==> config.mk <==
export PLATFORM = sky130hd
export DESIGN_NAME = arb_resp_router
export DESIGN_NICKNAME = d
export VERILOG_FILES = /design/src/rtl/arb_resp_router.sv
export SDC_FILE = /design/constraint.sdc
export NUM_CORES = 1
export LEC_CHECK = 0
export ABC_AREA = 0
export ABC_CLOCK_PERIOD_IN_PS = 3500
export CAP_MARGIN = 20
export CORE_MARGIN = 2
export CORE_UTILIZATION = 62
export DETAILED_ROUTE_END_ITERATION = 7
export DONT_BUFFER_PORTS = 1
export PLACE_DENSITY = 0.87
export SLEW_MARGIN = 20
export SYNTH_ARGS = -nofsm -noshare
export SYNTH_HDL_FRONTEND = slang
export SYNTH_SLANG_ARGS = --single-unit
==> constraint.sdc <==
create_clock -name clk -period 3.5 [get_ports clk]
set_input_delay 0.7 -clock clk [delete_from_list [all_inputs] [get_ports clk]]
set_output_delay 0.7 -clock clk [all_outputs]
set_load 0.02 [all_outputs]
==> src/rtl/arb_resp_router.sv <==
// rtl/arb_resp_router.sv - steers in-order target responses back to the requester granted by the arbiter
// Grant indices are queued at accept time; the head index selects which requester sees the response.
module arb_resp_router #(
    parameter int WIDTH  = 8,
    parameter int DEPTH  = 4,
    parameter int DATA_W = 32
) (
    input  logic                       clk,
    input  logic                       rst,
    input  logic [WIDTH-1:0]           grant,
    input  logic                       grant_fire,
    output logic                       full,
    output logic                       empty,
    output logic [$clog2(DEPTH+1)-1:0] count,
    input  logic                       rsp_valid,
    input  logic [DATA_W-1:0]          rsp_data,
    output logic                       rsp_ready,
    output logic [WIDTH-1:0]           out_valid,
    output logic [DATA_W-1:0]          out_data,
    input  logic [WIDTH-1:0]           out_ready,
    output logic                       err
);
    localparam int IW = (WIDTH > 1) ? $clog2(WIDTH) : 1;
    localparam int PW = (DEPTH > 1) ? $clog2(DEPTH) : 1;
    localparam int CW = $clog2(DEPTH + 1);

    logic [IW-1:0] mem [DEPTH];
    logic [PW-1:0] wr_ptr;
    logic [PW-1:0] rd_ptr;
    logic [IW-1:0] grant_idx;
    logic [IW-1:0] head_idx;
    logic          grant_multi;
    logic          push;
    logic          pop;

    // Descending scan so the lowest set bit wins when several are set.
    always_comb begin
        grant_idx = '0;
        for (int i = WIDTH - 1; i >= 0; i--) begin
            if (grant[i]) begin
                grant_idx = IW'(i);
            end
        end
    end

    assign grant_multi = (grant & (grant - WIDTH'(1))) != '0;
    assign empty       = (count == '0);
    assign full        = (count == CW'(DEPTH));
    assign push        = grant_fire && !full && (grant != '0);
    assign head_idx    = mem[rd_ptr];

    assign out_valid = (rsp_valid && !empty) ? (WIDTH'(1) << head_idx) : '0;
    assign out_data  = rsp_data;
    assign rsp_ready = !empty && out_ready[head_idx];
    assign pop       = rsp_valid && rsp_ready;

    // Entry contents need no reset; count and pointers define validity.
    always_ff @(posedge clk) begin
        if (push) begin
            mem[wr_ptr] <= grant_idx;
        end
    end

    always_ff @(posedge clk) begin
        if (rst) begin
            wr_ptr <= '0;
            rd_ptr <= '0;
            count  <= '0;
            err    <= 1'b0;
        end else begin
            if (push) begin
                wr_ptr <= wr_ptr + PW'(1);
            end
            if (pop) begin
                rd_ptr <= rd_ptr + PW'(1);
            end
            case ({push, pop})
                2'b10:   count <= count + CW'(1);
                2'b01:   count <= count - CW'(1);
                default: count <= count;
            endcase
            if ((grant_fire && (full || (grant == '0) || grant_multi)) ||
                (rsp_valid && empty)) begin
                err <= 1'b1;
            end
        end
    end
endmodule

==> results.md, run 1 <==
- Hold Vio Cnt, Final: 0
- Port bufs: 0
- Initial antenna violation count: 0
- Clock transition at the registers of the reported paths: 120 ps
- Post-CTS Resized: 0
- Leak: 0.507 nW
- Critical Path Fanout Max: 9
- WHS Path Cells: 1
- Starting DRT DRC Count: 17
- Post-synth top cells: 33 x buf_4, 17 x nor2_1, 12 x edfxtp_1, 11 x a21oi_1, 10 x dfxtp_1
- Largest net degree at the start of global routing: 13
- Max H-tree Level: 1
- Clock share of power: between 10% and 20%
- Yosys reg bits: 22
- Setup TNS: 0 ps
- Yosys top cell by area: edfxtp_1
- Psw: between 300 and 400 uW
- Startpoint of the worst hold path: rst
- Max-slew violation count: 0
- Post-CTS Repair Setup Buffers: 0
- Asr flop ratio synth: 0%
- Cells after Synth: 155
- Dpl hpwl: 2310 um
- Crit path capture type: register
- Setup CP Type: register to register
- Maximum vdd drop: 0.368 mV
- RSZ-0062 raised after global routing: no
- Hold EP: err
- Critical path's top delay family: multiplexers
- Via Count: ~980
- Vias in the first global route: 1005
- Hold_ws: 446 ps
- Setup-failing EPs final: 0
- Rows: 17
- Period utilization: around nine tenths
- Total CTS buffers: 3
- Total power: 906 uW
- Wire length per cell: 18.0 um
- EDFF count, synth: 12
- First-pass GRT wire length: 4150 um
- DIE WIDTH: 53.4 um
- Vias per inst: around 6.3
- Buf/Inv on CP: 1
- Post-route ant nets: 0
- Top-area cell type share of the netlist area: 23.8%
- TritonCTS clock tree: done
- Die Area: roughly 0.0029 mm^2
- Diodes inserted: 0
- Startpoint types: register
- Hold Buf Count CTS: 0
- All-Layer GR Usage: around a fifth
- Most common cell in the netlist: buf_4
- R2R setup slack: ~360 ps
- Pint: between 500 and 600 uW
- Top Ports: 99
- Cell Area, Synth: 0.00151 mm^2
- DRC viols: 0
- Sw Share: 39.7%
- Clk_lat worst skew: 300 ps
- Min-delay worst type: input pin to register
- GRT Residual Overflow: 0
- Arr. time, crit path: 3370 ps
- Initial Utilization: 67.1%
- Pwr/cell area: 671 mW/mm^2
- DR pass1 iterations: 4
- Area Overhead vs Synth: -10.9%
- Worst reg2reg endpoint: count[2]
- Syn_area_per_cell: 9.77 um^2
- Critical-path cell list: mux4_2, mux2i_1, a22o_4, nor3b_2, ha_1, inv_1, fa_1, xor2_1, or3_1, a21oi_1
- Slew margin rel.: between 40% and 50%
- MaxCap Viol Count: 0
- Comb pwr share: about 43%
- Outcome: complete, no violations
- Worst Tran Pin Value: 759 ps
- Net Count, Synth: 213
- Share of cells above drive strength 1: 13.4%
- WL final: approximately 2800 um
- CTS Sinks: 22
- Register area share after synthesis: 37.0%
- Layout Skew: 9.34 ps
- Root Driver: clkbuf_4
- CTS max path bufs: 2
- Reg power frac: 41.7%
- Chip Height: around 53 um
- YS warnings: 0
- Final min period: 3140 ps
- Synth top area cells: edfxtp_1 24%, buf_4 16%, dfxtp_1 13%
- Unique masters post-synth: 38
- Slowest CP cell: mux4_2
- Maximum clock rate: 318 MHz
- Core area: between 0.002 and 0.0025 mm^2
- Post-layout util: 59.8%
- Final net count: between 150 and 200
- WP data required: 3730 ps
- FF-to-FF path depth: 10
- Final GP Congestion: 0.771
- Crit-path max cell delay: 640 ps
- Ys flop type: edfxtp_1
## cell type report
| type | instances | area [um^2] |
|---|---|---|
| fillers | 191 | 906 |
| multi-input cells | 90 | 668 |
| flip-flops and latches | 22 | 561 |
| clock buffers | 4 | 36.3 |
| well taps | 28 | 35.0 |
| inverters | 9 | 33.8 |
| repair buffers | 2 | 15.0 |
## cells in the final DEF, fill, tap and decap left out, types with 2 or more instances in the layout
cell and instances:
a21oi_1 11, and3_1 4, buf_4 2, clkbuf_4 3
dfxtp_1 10, edfxtp_1 12, ha_1 5, inv_1 9
mux2_2 3, mux2i_1 2, mux4_2 2, nand2_1 5
nor2_1 17, nor2b_1 2, nor3_1 5, nor3b_1 3
nor4_1 2, o21ai_0 4, o31ai_1 2, or2b_1 2
or4_1 3, xor2_1 2
## power groups by stage
stage / clock network [mW] / logic (mW) / registers [mW]
after floorplan: 0 / 0.372 / 0.373
after global placement: 0 / 0.368 / 0.380
after detailed placement: 0 / 0.392 / 0.383
final: 0.135 / 0.393 / 0.378
after global routing: 0.145 / 0.435 / 0.384
after CTS: 0.140 / 0.394 / 0.377
## flip-flops by register name, indices dropped and copies added (netlist names), named ones only
register and cells:
count 3, err 1, wr_ptr 2, rd_ptr 2, mem 12
## per-layer routing
layer	GRT usage, %	wire length (um)	vias up	part of all wire [%]
met2	37.2	1430	70	51
li1	-	-	454	-
met3	4.24	289	18	10
met4	13.7	117	0	4.2
met5	0	0	-	0
met1	20.1	951	442	34
## metrics by stage
step,setup slack (ps),cell area [um^2],instances
5_1_grt,208,1350,155
6_report,359,1350,155
3_3_place_gp,552,1310,151
2_1_floorplan,590,1510,155
4_1_cts,355,1350,155
3_5_place_dp,381,1310,151
## worst max-delay path by stage
stage / depth (start not counted) / to / slack [ps]
after detailed placement: 10 / count[2] / 380
after global routing: 10 / count[2] / 210
after global placement: 10 / count[2] / 550
after floorplan: 11 / count[2] / 590
final: 10 / count[2] / 360
after CTS: 10 / count[2] / 360
## cells by family after synthesis
group	synth area share (%)
adder cells (fa/ha/maj)	5.45
flip-flops	37.0
multiplexers	9.26
AO/OA/AOI/OAI	9.59
XOR/XNOR	1.74
buffers and inverters	18.8
AND/OR/NAND/NOR	18.1
(Power assumes the default switching activity.)
==> inputs of run 2 (changes only) <==
CORE_UTILIZATION = 55   (was 62)
GPL_TIMING_DRIVEN = 0   (was default)
PLACE_DENSITY = 0.79   (was 0.87)
==> run 2 against run 1 <==
Global-route usage decreased by 4.8 points. Critical path depth increased by 1. Non-clock buffer count increased by 32. Power increased by 2.6%. Clock power about the same. Final area increased by 18%. Cell count increased by 23%. Via count increased by 7.7%. Hold slack improved by 57 ps. Register-to-register slack got worse by 40 ps. Clock skew decreased by 3.4 ps. Critical path type unchanged.
==> results.md, run 2 (synthesis results as in run 1) <==
- WL final: between 2000 and 3000 um
- Arr. time, crit path: 3410 ps
- Clk_lat worst skew: 300 ps
- DR pass1 iterations: 4
- Critical-path cell list: mux4_2, buf_4, mux2i_1, a22o_4, nor3b_2, ha_1, inv_1, fa_1, xor2_1, or3_1, a21oi_1
- Wire length per cell: 13.3 um
- Maximum vdd drop: 0.572 mV
- Rows: 19
- All-Layer GR Usage: 15.5%
- Initial antenna violation count: 0
- Most flops, register: mem
- DP Cell Count: 186
- FF-to-FF path depth: 11
- Pwr/cell area: ~580 mW/mm^2
- Max-slew violation count: 0
- Worst setup margin: 316 ps
- Via Count: 1060
- Total power: about 930 uW
- WHS Path Cells: 2
- Top Registers: mem: 12 flops, count: 3 flops
- Root Driver: clkbuf_4
- Post-CTS Repair Setup Buffers: 0
- Critical Path Fanout Max: 9
- Layout Skew: 5.90 ps
- GRT Residual Overflow: 0
- Initial Utilization: 56.4%
- Starting DRT DRC Count: 29
- Layout fillers: 234
- Diodes inserted: 0
- Min-delay worst type: register to register
- Slew margin rel.: 39.4%
- DRC viols: 0
- Chip Height: roughly 56 um
- Startpoint types: register
- Hold Buf Count CTS: 0
- Leak: 0.657 nW
- RSZ-0062 raised after global routing: no
- Hold EP: rd_ptr[1]
- Post-route ant nets: 0
- R2R setup slack: 320 ps
- Final net count: 218
- GR peak layer: met2
- Largest net degree at the start of global routing: 13
- Max reg flops: 12
- Slowest CP cell: mux4_2
- Top Ports: 99
- Worst reg2reg endpoint: count[2]
- Most frequent cells in the layout: 33 x buf_4, 17 x nor2_1, 12 x edfxtp_1, 11 x a21oi_1, 10 x dfxtp_1
- Worst Tran Pin Value: around 900 ps
- Post-CTS Resized: 0
- GR met3 Demand/Resource: 3.92%
- Outcome: complete, no violations
- Vias per inst: between 5 and 6
- Dpl hpwl: 2080 um
- CTS max path bufs: 2
- Core area: about 0.0027 mm^2
- Crit-path max cell delay: 520 ps
- Final min period: 3180 ps
- GR Layer Usage met1: 17.3%
- Period utilization: 91.0%
- Hold_ws: 503 ps
- Final GP Congestion: 0.756
- Max H-tree Level: 1
- Startpoint of the worst hold path: rd_ptr[1]
- Maximum clock rate: 314 MHz
- Post-Layout Cell Count: 190
- Met2 GRT Util: 28.4%
- Commonest non-fill, non-tap cell in the layout: buf_4
- Pre-CTS setup slack: 338 ps
- Port bufs: 0
- TritonCTS clock tree: done
- Setup-failing EPs final: 0
- WP data required: 3730 ps
- Area Overhead vs Synth: 4.96%
- Setup TNS: 0 ps
- Die Area: 0.00319 mm^2
- Crit path capture type: register
- DIE WIDTH: around 56 um
- CTS Sinks: 22
- First-pass GRT wire length: 4000 um
- MaxCap Viol Count: 0
- Clock transition at the registers of the reported paths: 110 ps
- Share of cells above drive strength 1: 30.2%
- Setup CP Type: register to register
- Total CTS buffers: 3
- Hold Vio Cnt, Final: 0
- Vias in the first global route: 986
run 2: layout make-up:
cell class	instances	area, um^2	share of cell area, %
multi-input combinational	90	668	42.0
inverter	9	33.8	2.13
tap	31	38.8	2.44
buffer	34	251	15.8
clock buffer	4	36.3	2.28
sequential	22	561	35.3
run 2: worst max-delay path: cells and delay by family, from the launching register on:
kind	cells	cell delay [ps]
muxes	2	650
adders and majority gates	2	620
and+or+nand+nor	2	600
AOI/OAI and AO/OA	2	430
DFF	1	430
buffers and inverters	2	240
xor gates and xnor gates	1	160
run 2: per-stage QoR:
stage | util [%] | area [um^2]
global placement | 57.8 | 1550
floorplan | - | 1510
finish | 59.2 | 1590
detailed placement | 57.8 | 1550
CTS | 59.2 | 1590
global route | 59.2 | 1590
run 2: how the worst max path moves through the flow:
stage | to | slack, ps | cells past startpoint
finish | count[2] | 320 | 11
global route | count[2] | 110 | 11
CTS | count[2] | 310 | 11
detailed placement | count[2] | 340 | 11
global placement | count[2] | 440 | 11
floorplan | count[2] | 590 | 11
run 2: report_power, final:
group	switching [mW]	total (mW)	internal (mW)
sequential	0.0587	0.376	0.318
combinational	0.244	0.421	0.176
clock	0.0685	0.132	0.0634
run 2: layer usage:
metal	part of all wire [%]	wire (um)
met1	39	983
met2	49	1250
met3	10	261
met4	1.2	31
met5	0	0
==> inputs of run 3 (changes only) <==
ABC_CLOCK_PERIOD_IN_PS = 2950   (was 3500)
clock period = 2.95 ns   (was 3.5 ns; I/O delays follow)
==> run 3 against run 2 <==
Setup slack got worse by 280 ps. Wire length increased by 4.5%. Cell count rose by 1.6%. Via count rose by 2.6%. Register-to-register slack worse by 280 ps. Non-clock buffer count grew 3. Clock-buffer cell count unchanged. Die area unchanged. Clock skew rose by 1.0 ps. Hold slack worse by 35 ps. Largest cell class unchanged.
==> results.md, run 3 (synthesis results as in run 1) <==
- Most flops, register: mem
- CTS Sinks: 22
- Top Registers: mem: 12 flops, count: 3 flops
- Slowest CP cell: mux4_2
- Critical-path cell list: mux4_2, mux2i_1, a22o_4, nor3b_4, ha_2, inv_2, fa_2, xor2_1, or3_1, a21oi_2
- Core area: 0.00269 mm^2
- Initial antenna violation count: 0
- WL final: approximately 2600 um
- Crit path capture type: register
- Hold_ws: 468 ps
- All-Layer GR Usage: roughly 16%
- Clock transition at the registers of the reported paths: roughly 110 ps
- Port bufs: 0
- Vias per inst: approximately 5.6
- Crit-path max cell delay: 580 ps
- Critical path's top delay family: multiplexers
- Layout Skew: 6.94 ps
- WP data required: 3190 ps
- Leak: a little under 0.7 nW
- Root Driver: clkbuf_4
- Arr. time, crit path: 3150 ps
- Final min period: 2910 ps
- Chip Height: 56.5 um
- Total power: 1.15 mW
- Hold Buf Count CTS: 0
- Worst Tran Pin Value: just under 900 ps
- Most frequent cells in the layout: 36 x buf_4, 17 x nor2_1, 12 x edfxtp_1, 10 x a21oi_1, 9 x dfxtp_1
- DRC viols: 0
- Via Count: 1088
- Startpoint types: register
- MaxCap Viol Count: 0
- DR pass1 iterations: 4
- Setup-failing EPs final: 0
- Starting DRT DRC Count: 34
- RSZ-0062 raised after global routing: yes
- Critical Path Fanout Max: 5
- TritonCTS clock tree: done
- Rows: 19
- Initial Utilization: between 50% and 60%
- Diodes inserted: 0
- Final net count: around 220
- Max-slew violation count: 0
- Outcome: complete, no violations
- Hold Vio Cnt, Final: 0
- Pwr/cell area: 705 mW/mm^2
- Vias in the first global route: ~1000
- Min-delay worst type: input pin to register
- Maximum clock rate: 343 MHz
- Post-layout util: 60.9%
- First-pass GRT wire length: 4180 um
- Dpl hpwl: 2080 um
- Final GP Congestion: roughly 0.76
- Max H-tree Level: 1
- Post-route ant nets: 0
- Top Ports: 99
- Clk_lat worst skew: 300 ps
- Commonest non-fill, non-tap cell in the layout: buf_4
- Slew margin rel.: 40.0%
- Buf/Inv on CP: 1
- Setup CP Type: register to register
- Period utilization: 98.7%
- Max reg flops: 12
- Maximum vdd drop: 0.685 mV
- Die Area: around 0.0032 mm^2
- Total CTS buffers: 3
- Area Overhead vs Synth: 8.10%
- DIE WIDTH: 56.5 um
- Share of cells above drive strength 1: 36.4%
- CTS max path bufs: 2
- Largest net degree at the start of global routing: 13
- Wire length per cell: around 14 um
- GRT Residual Overflow: 0
## run 3: area by class of cell
| type | instances | area [um^2] |
|---|---|---|
| Sequential cell | 22 | 564 |
| Clock buffer | 4 | 36.3 |
| Timing Repair Buffer | 4 | 30.0 |
| Multi-Input combinational cell | 90 | 689 |
| Fill cell | 228 | 1050 |
| Inverter | 9 | 33.8 |
| Buffer | 33 | 244 |
| Tap cell | 31 | 38.8 |
## run 3: power by group
part / switching [mW] / internal (mW)
registers: 0.0766 / 0.380
logic: 0.303 / 0.238
clock network: 0.0804 / 0.0752
total: 0.460 / 0.693
## run 3: worst paths after layout
check         endpoint       start  cells past startpoint  slack [ps]
min reg2reg  rd_ptr[1]   rd_ptr[1]                      2         500
max reg2reg   count[2]    register                     10          40
max           count[2]    register                     10          40
min                err  grant_fire                      2         470
## run 3: layer usage
metal  vias up  track usage (%)  share of wire (%)  wire length (um)
met5         -                0                  0                 0
met4         0             5.10                1.2                31
met3         4             3.92                9.6               254
met2        69             30.1                 51              1360
met1       494             18.3                 38               993
li1        521                -                  -                 -
## run 3: timing repair
action	in CTS	in global routing
pin swaps	2	2
buffers inserted	3	1
resized for setup	7	3
endpoints found under the setup margin	1	3
hold endpoints to repair	0	0
## run 3: through the flow
| stage | TNS [ps] | cell area, um^2 | setup slack (ps) | std cells |
|---|---|---|---|---|
| after global placement | -107 | 1550 | -107 | 186 |
| after floorplan | 0 | 1510 | 39.7 | 155 |
| final | 0 | 1640 | 38.4 | 193 |
| after CTS | 0 | 1630 | 20.1 | 192 |
| after global routing | -79.5 | 1640 | -79.5 | 193 |
| after detailed placement | -212 | 1550 | -212 | 186 |
